### config.mk
export PLATFORM = sky130hd
export DESIGN_NAME = serial_mod_rem
export DESIGN_NICKNAME = d
export VERILOG_FILES = /design/src/rtl/serial_mod_pkg.sv /design/src/rtl/serial_mod_rem_mod_step.sv /design/src/rtl/serial_mod_rem.sv
export SDC_FILE = /design/constraint.sdc
export NUM_CORES = 1
export LEC_CHECK = 0
export BUFFER_PORTS_ARGS = -buffer_cell sky130_fd_sc_hd__buf_2
export CELL_PAD_IN_SITES_DETAIL_PLACEMENT = 1
export CELL_PAD_IN_SITES_GLOBAL_PLACEMENT = 1
export CORE_ASPECT_RATIO = 2
export CORE_MARGIN = 5
export CORE_UTILIZATION = 45
export DETAILED_ROUTE_END_ITERATION = 6
export PLACE_DENSITY_LB_ADDON = 0.1
export SETUP_SLACK_MARGIN = 0.3
export SYNTH_ARGS = -nofsm -noshare
export SYNTH_HDL_FRONTEND = slang
export SYNTH_SLANG_ARGS = --single-unit
### constraint.sdc
create_clock -name clk -period 3.48 [get_ports clk]
set_clock_uncertainty 0.05 [all_clocks]
set_input_delay 0.696 -clock clk [delete_from_list [all_inputs] [get_ports clk]]
set_output_delay 0.696 -clock clk [all_outputs]
set_load 0.005 [all_outputs]
### src/rtl/serial_mod_pkg.sv
// Shared types and elaboration-time helpers for the serial remainder engine.
package serial_mod_pkg;

    // Operating mode, latched on clear.
    typedef enum logic {
        MODE_CUM   = 1'b0,   // remainder of the whole stream since clear
        MODE_SLIDE = 1'b1    // remainder of the last WIN bits only
    } mode_e;

    // 2^win_len mod modulus, evaluated at elaboration so no hardware results.
    function automatic int pow2_mod(input int win_len, input int modulus);
        int r;
        r = 1 % modulus;
        for (int i = 0; i < win_len; i++) begin
            r = (r * 2) % modulus;
        end
        return r;
    endfunction

endpackage

### src/rtl/serial_mod_rem_mod_step.sv
// Single-bit remainder step: r' = (2r + b - d*W2) mod MOD, built only from
// compares, subtracts and adds so no divider or multiplier appears.
module mod_step #(
    parameter int MOD = 7,
    parameter int W2  = 2,
    localparam int RW = $clog2(MOD)
) (
    input  logic [RW-1:0] r,
    input  logic          b,
    input  logic          d,
    input  logic          en_sub,
    output logic [RW-1:0] r_next
);

    localparam logic [RW:0]   MOD_W   = (RW+1)'(MOD);
    localparam logic [RW-1:0] W2_R    = RW'(W2);
    // Only used when the value is below W2, so it always lands below MOD.
    localparam logic [RW-1:0] MOD_M_W = RW'(MOD - W2);

    logic [RW:0]   sum;
    logic [RW-1:0] sum_red;

    // Shift in the new bit, fold once into range, then remove the departing bit's weight.
    always_comb begin
        // NOTE: every signal gets a value on every path so no latch is inferred.
        sum     = {r, b};
        sum_red = sum[RW-1:0];
        r_next  = sum_red;
        // r < MOD makes 2r+b <= 2*MOD-1, so a single subtract suffices.
        if (sum >= MOD_W) begin
            sum_red = RW'(sum - MOD_W);
        end
        r_next = sum_red;
        if (en_sub && d) begin
            if (sum_red >= W2_R) begin
                r_next = sum_red - W2_R;
            end else begin
                r_next = sum_red + MOD_M_W;
            end
        end
    end

endmodule

### src/rtl/serial_mod_rem.sv
// Serial remainder engine: one bit per accepted cycle, MSB-first, tracking the
// value modulo MOD either cumulatively or over a sliding window of WIN bits.
// Optional SERIAL_MOD_STATS_EN adds hit_cnt, a saturating count of accepted
// bits that left the remainder at zero.
module serial_mod_rem
    import serial_mod_pkg::*;
#(
    parameter int MOD = 7,
    parameter int WIN = 16,
    localparam int RW = $clog2(MOD)
) (
    input  logic          clk,
    input  logic          rst,
    input  logic          clear,
    input  logic          mode,
    input  logic          in_valid,
    input  logic          data_in,
    output logic [RW-1:0] rem_out,
    output logic          rem_valid,
    output logic          divisible,
    output logic          win_full
`ifdef SERIAL_MOD_STATS_EN
    ,output logic [15:0]  hit_cnt
`endif
);

    localparam int            CW    = $clog2(WIN + 1);
    localparam int            W2    = pow2_mod(WIN, MOD);
    localparam logic [CW-1:0] WIN_C = CW'(WIN);

    mode_e           mode_q;
    logic [WIN-1:0]  win_sr;
    logic [CW-1:0]   cnt;
    logic [CW-1:0]   cnt_next;
    logic [RW-1:0]   rem_next;
    logic            accept;

    assign accept = in_valid && !clear;

    // Bit at the top of the window is the one accepted WIN accepts ago
    // (a reset zero until the window has filled).
    mod_step #(
        .MOD (MOD),
        .W2  (W2)
    ) u_step (
        .r      (rem_out),
        .b      (data_in),
        .d      (win_sr[WIN-1]),
        .en_sub (mode_q == MODE_SLIDE),
        .r_next (rem_next)
    );

    // Fill counter saturates at WIN so long streams never wrap.
    always_comb begin
        cnt_next = (cnt == WIN_C) ? cnt : cnt + CW'(1);
    end

    // Remainder, window and status registers; clear restarts and latches mode.
    always_ff @(posedge clk or negedge rst) begin
        // NOTE: sequential state uses non-blocking assignments only.
        if (!rst) begin
            rem_out   <= '0;
            rem_valid <= 1'b0;
            divisible <= 1'b1;
            win_full  <= 1'b0;
            win_sr    <= '0;
            cnt       <= '0;
            mode_q    <= MODE_CUM;
        end else if (clear) begin
            rem_out   <= '0;
            rem_valid <= 1'b0;
            divisible <= 1'b1;
            win_full  <= 1'b0;
            win_sr    <= '0;
            cnt       <= '0;
            mode_q    <= mode_e'(mode);
        end else if (in_valid) begin
            rem_out   <= rem_next;
            rem_valid <= 1'b1;
            divisible <= (rem_next == '0);
            win_full  <= (cnt_next == WIN_C);
            win_sr    <= {win_sr[WIN-2:0], data_in};
            cnt       <= cnt_next;
        end else begin
            rem_valid <= 1'b0;
        end
    end

`ifdef SERIAL_MOD_STATS_EN
    // Count accepted bits that leave the remainder at zero, saturating.
    always_ff @(posedge clk or negedge rst) begin
        if (!rst) begin
            hit_cnt <= '0;
        end else if (clear) begin
            hit_cnt <= '0;
        end else if (accept && (rem_next == '0) && (hit_cnt != 16'hFFFF)) begin
            hit_cnt <= hit_cnt + 16'd1;
        end
    end
`endif

endmodule
After elaboration in Yosys (flattened, before gate mapping)
Index checks and enable logic that the tools add are counted.

Register bits after elaboration: 28. Input bits: 6. Word-level logic and storage cells: 34.

$add $sub $neg: 4. Order comparisons: 2. Equality and inequality tests: 2. Mux-type cells: 16. Reductions and logical operators: 3.

Operator list (number): two-way mux 16 bit (2); two-way mux 3 bit (5); two-way mux 5 bit (3); equality test 5 bit (second input constant) (2); two-way mux 1 bit (6); adder 5 x 1 -> 5 bit (second input constant) (1); greater-or-equal comparator 4 x 3 -> 1 bit (second input constant) (1); adder 3 bit (second input constant) (1); greater-or-equal comparator 3 x 2 -> 1 bit (second input constant) (1); logical NOT 3 bit (1); subtractor 3 x 2 -> 3 bit (second input constant) (1); subtractor 3 bit (second input constant) (1); nonzero test 2 bit (1); logical AND 1 bit (1).

Depth between registers and ports, before layout
Depth after elaboration: 8. Depth in mapped cells: 9. Mapped depth without buffers: 9.

Modules after synthesis
Synthesis repeated with hierarchy kept, for this count alone.

Cells, all modules: 134. Area, all modules: 1435.1 sq um.

Modules (own cells, without submodules): serial_mod_rem (times used 1, cells each 109, area each 1228.7 sq um); mod_step (times used 1, cells each 25, area each 206.4 sq um).

Worst setup path before layout
Ideal clock, no wire load.

Path kind: input to register. Start: input port data_in. End: register divisible. Data arrival time: 2670 ps. Required time: 3346 ps. Path slack: 677 ps. Stages on the path: 9. Path through: ha_1 -> a21oi_2 -> mux2i_4 -> inv_2 -> ha_1 -> a31o_4 -> a41oi_1 -> o21ai_1 -> a311o_1.

Cells in the longest elaborated chain, start to end: 8. Elaborated cells on any way between the ends: 11.

RTL lines: start: declaration (line serial_mod_rem.sv:17) `input logic data_in,`; greater-or-equal comparator 4 x 3 -> 1 bit / subtractor 3 bit (equally long branches) (line serial_mod_rem_mod_step.sv:30, serial_mod_rem_mod_step.sv:31); two-way mux 3 bit * (line serial_mod_rem_mod_step.sv:30) `if (sum >= MOD_W) begin`; adder 3 bit (tied with other cells) (line serial_mod_rem_mod_step.sv:38) `r_next = sum_red + MOD_M_W;`; two-way mux 3 bit (line serial_mod_rem_mod_step.sv:35) `if (sum_red >= W2_R) begin`; two-way mux 3 bit * (line serial_mod_rem_mod_step.sv:34) `if (en_sub && d) begin`; logical NOT 3 bit * (line serial_mod_rem.sv:80) `divisible <= (rem_next == '0);`; two-way mux 1 bit * (line serial_mod_rem.sv:77) `end else if (in_valid) begin`; two-way mux 1 bit * (line serial_mod_rem.sv:69) `end else if (clear) begin`; end signal: assignment (line serial_mod_rem.sv:80); end: declaration (line serial_mod_rem.sv:20) `output logic divisible,`.

Every way passes the cells marked *; elsewhere a longest branch is shown, timed or not. The select of a mux whose other input is x is not followed. A chain may end at the register's enable or synchronous reset.

Worst setup path in the final report
Ends and elaborated chain as after synthesis.

==> summary.txt <==
Power
  • Max VDD drop: between 0.2 and 0.25 mV
  • LEAKAGE: 0.811 nW
  • Power Total: 632 uW
  • Power per cell area: between 300 and 400 nW/um^2

Drt
  • Vias post-DR: roughly 1,000
  • First drt pass iteration count: 3
  • Post-Route WL: about 3.0 mm
  • Met2 WL: roughly 1.7 mm
  • Met1 WL: between 1 and 1.5 mm
  • Remaining DRCs: 0
  • Vias per cell: between 5 and 6
  • Max layer used: met4
  • Initial DRC count: 8
  • Detail Route Antenna Nets: 0
  • Wire per inst: 16.9 microns
  • Metal3 WL: ~83 microns

Logic synthesis
  • Simple-Gate Fraction of Synth Area: 15.9%
  • Cell taking the most area after synthesis: dfrtp_1
  • Synth Area in Adders: under 10%
  • Mux cell area share after synthesis: between 15 and 20%
  • Most frequent cell after synthesis: dfrtp_1
  • Post-synthesis compound-gate area fraction: under 10%
  • Post-synthesis register bit count: 28
  • XOR/XNOR Fraction of Synth Area: 5.15%
  • Largest family of logic cells by synthesized area: simple AND/OR/NAND/NOR gates
  • Area contributors post-synth: dfrtp_1 (45%), mux2i_1 (11%), nor2_1 (5.7%)
  • Mapped Avg Cell Area: ~11 sq um
  • Async set-or-reset flop fraction in the synthesized netlist: 100%
  • Leading cell types by count after synthesis: dfrtp_1 (27), nor2_1 (23), mux2i_1 (17)
  • Number of flops mapped to enable cells by yosys: 0
  • Netlist cell types: 39
  • Post-Syn Nets: roughly 150
  • Register area share after synthesis: 46.6%
  • Post-Syn Area: between 1500 and 2000 sq um
  • Synth Instances: around 140
  • Ys flop type: dfrtp_1
  • Yosys warns: 0
  • Post-synth top area share: about 45%

Global routing
  • Total gr overflow: 0
  • Largest net degree at the start of global routing: 32
  • Vias in the first global route: around 1,100
  • Global-route usage over all layers: about 14%
  • Initial antenna violation count: 0
  • First-pass GRT wire length: 5.23 mm

Clocking
  • TritonCTS clock tree: yes
  • Clk Latency, worst-skew pair: ~0.27 ns
  • Hold_buf cts: 0
  • Post-CTS Setup Bufs: 0
  • PostCTS Resize Cnt: 0
  • Clock Pin Slew Worst Setup and Hold Paths: ~0.09 ns
  • Htree depth: 1
  • Clk sinks: 28
  • CTS max path bufs: 2
  • Num CTS Buffers: 3
  • CTS root buf: clkbuf_8

Floorplan
  • Die area: between 4000 and 5000 sq um
  • Number of placement rows: 29
  • Die X: a little over 50 microns
  • Initial Util: 47.2%
  • Die height: about 92 microns
  • I/O Pins: 12
  • Core Footprint: between 3000 and 4000 sq um

Flow run
  • # Max-Cap Violations: 0

Timing
  • Setup violators final: 0
  • Fmax: 0.353 GHz
  • Final Critical Period: 2.83 ns
  • Final setup TNS: 0 ns
  • Max Slew Vio Count: 0
  • Slew HR: a little over half
  • Unrepaired setup endpoints after global routing: no
  • Fin. Hold Viols: 0
  • Crit share post-route: slightly above 80%
  • Slew @ Worst Pin: 0.712 ns

Cells and area
  • # diodes: 0
  • Layout cell share with drive strength beyond 1: between 10% and 20%
  • Area growth from synthesis to layout: 7.97%
  • Layout Nets: approximately 160

Critical path
  • Peak fanout along the critical path: 3
  • Stages on worst setup path: 10
  • Crit end category: register
  • R2R depth: 9
  • Worst Setup SP: data_in
  • Reg2Reg Launch Point: rem_out[0]
  • Worst Path Buf+Inv: 2
  • CP most frequent cell: ha_1
  • Arrival @ worst endpoint: around 3 ns
  • Worst path required time: ~3.6 ns
  • CP Cell Sequence: buf_2 > ha_1 > a21oi_2 > mux2i_4 > inv_2 > ha_1 > a31o_4 > a41oi_1 > o21ai_1 > a311o_1
  • CP max-delay cell: mux2i_4
  • Delay-heaviest family, CP: compound AO/OA/AOI/OAI gates
  • Critical path type: in2reg
  • Slowest stage delay, CP: 0.31 ns
  • Setup crit start kind: input pin

Worst hold path
  • Hold crit path type: in2async

Placed design
  • Final GP Congestion: around 0.79
  • Port-buffer cells: 11
  • Detailed Place HPWL: roughly 2.2 mm

Outcome
  • Outcome: completed
-- flip-flops by register name (all words and copies together), names as in the netlist --
| register | flops |
|---|---|
| win_sr | 16 |
| divisible | 1 |
| mode_q | 1 |
| cnt | 5 |
| win_full | 1 |
| rem_valid | 1 |
| rem_out | 3 |
-- where the power goes --
part | leakage [nW] | internal (mW) | switching (mW)
logic | 0.401 | 0.0397 | 0.0520
clock network | 0.0288 | 0.101 | 0.0956
registers | 0.381 | 0.334 | 0.00952
total | 0.811 | 0.475 | 0.157
-- path summary, 6_finish.rpt --
path | endpoint | slack [ns]
max in group asynchronous | win_sr[15] | 2.58
max | divisible | 0.65
min reg2reg | win_sr[6] | 0.48
max reg2reg | divisible | 0.74
min | win_sr[4] | 0.39
min in group clk | win_sr[6] | 0.48
-- per-stage QoR --
step | worst slack (ns) | hold WS (ns) | instance area (sq um) | cells | util (%)
after global placement | 0.483 | 0.451 | 1570 | 172 | 49.2
final | 0.646 | 0.388 | 1630 | 176 | 50.9
after floorplan | 0.677 | 0.350 | 1510 | 137 | -
after detailed placement | 0.351 | 0.466 | 1570 | 172 | 49.2
after global routing | 0.476 | 0.418 | 1630 | 176 | 50.9
after CTS | 0.645 | 0.399 | 1630 | 176 | 50.9
-- layout by cell type (no fill, tap or decap), types with 3 or more instances in the layout --
| cell | n |
|---|---|
| ha_1 | 6 |
| xor2_1 | 3 |
| inv_1 | 5 |
| nand2_1 | 4 |
| nand3_1 | 3 |
| nor2b_1 | 3 |
| buf_2 | 11 |
| xnor2_1 | 4 |
| mux2i_1 | 17 |
| dfrtp_1 | 27 |
| clkbuf_8 | 4 |
| nor2_1 | 23 |
| a21oi_1 | 5 |
-- cell type report --
type                       count  area, sq um
multi-input combinational     96          753
inverter                       6         22.5
tap                           31         38.8
sequential                    28          702
fill                         369         1570
clock buffer                   4         55.1
timing repair buffer          11         55.1
-- cell families after synthesis --
group,Yosys count
buffers and inverters,13
adders and majority gates,6
xor gates and xnor gates,8
DFF,28
and+or+nand+nor,45
AOI/OAI and AO/OA,17
muxes,20
-- routing by layer --
layer	vias up	track usage (%)
li1	485	-
met1	515	15.5
met2	13	25.3
met3	4	2.44
met4	0	5.76
met5	-	0
(Power assumes the default switching activity.)
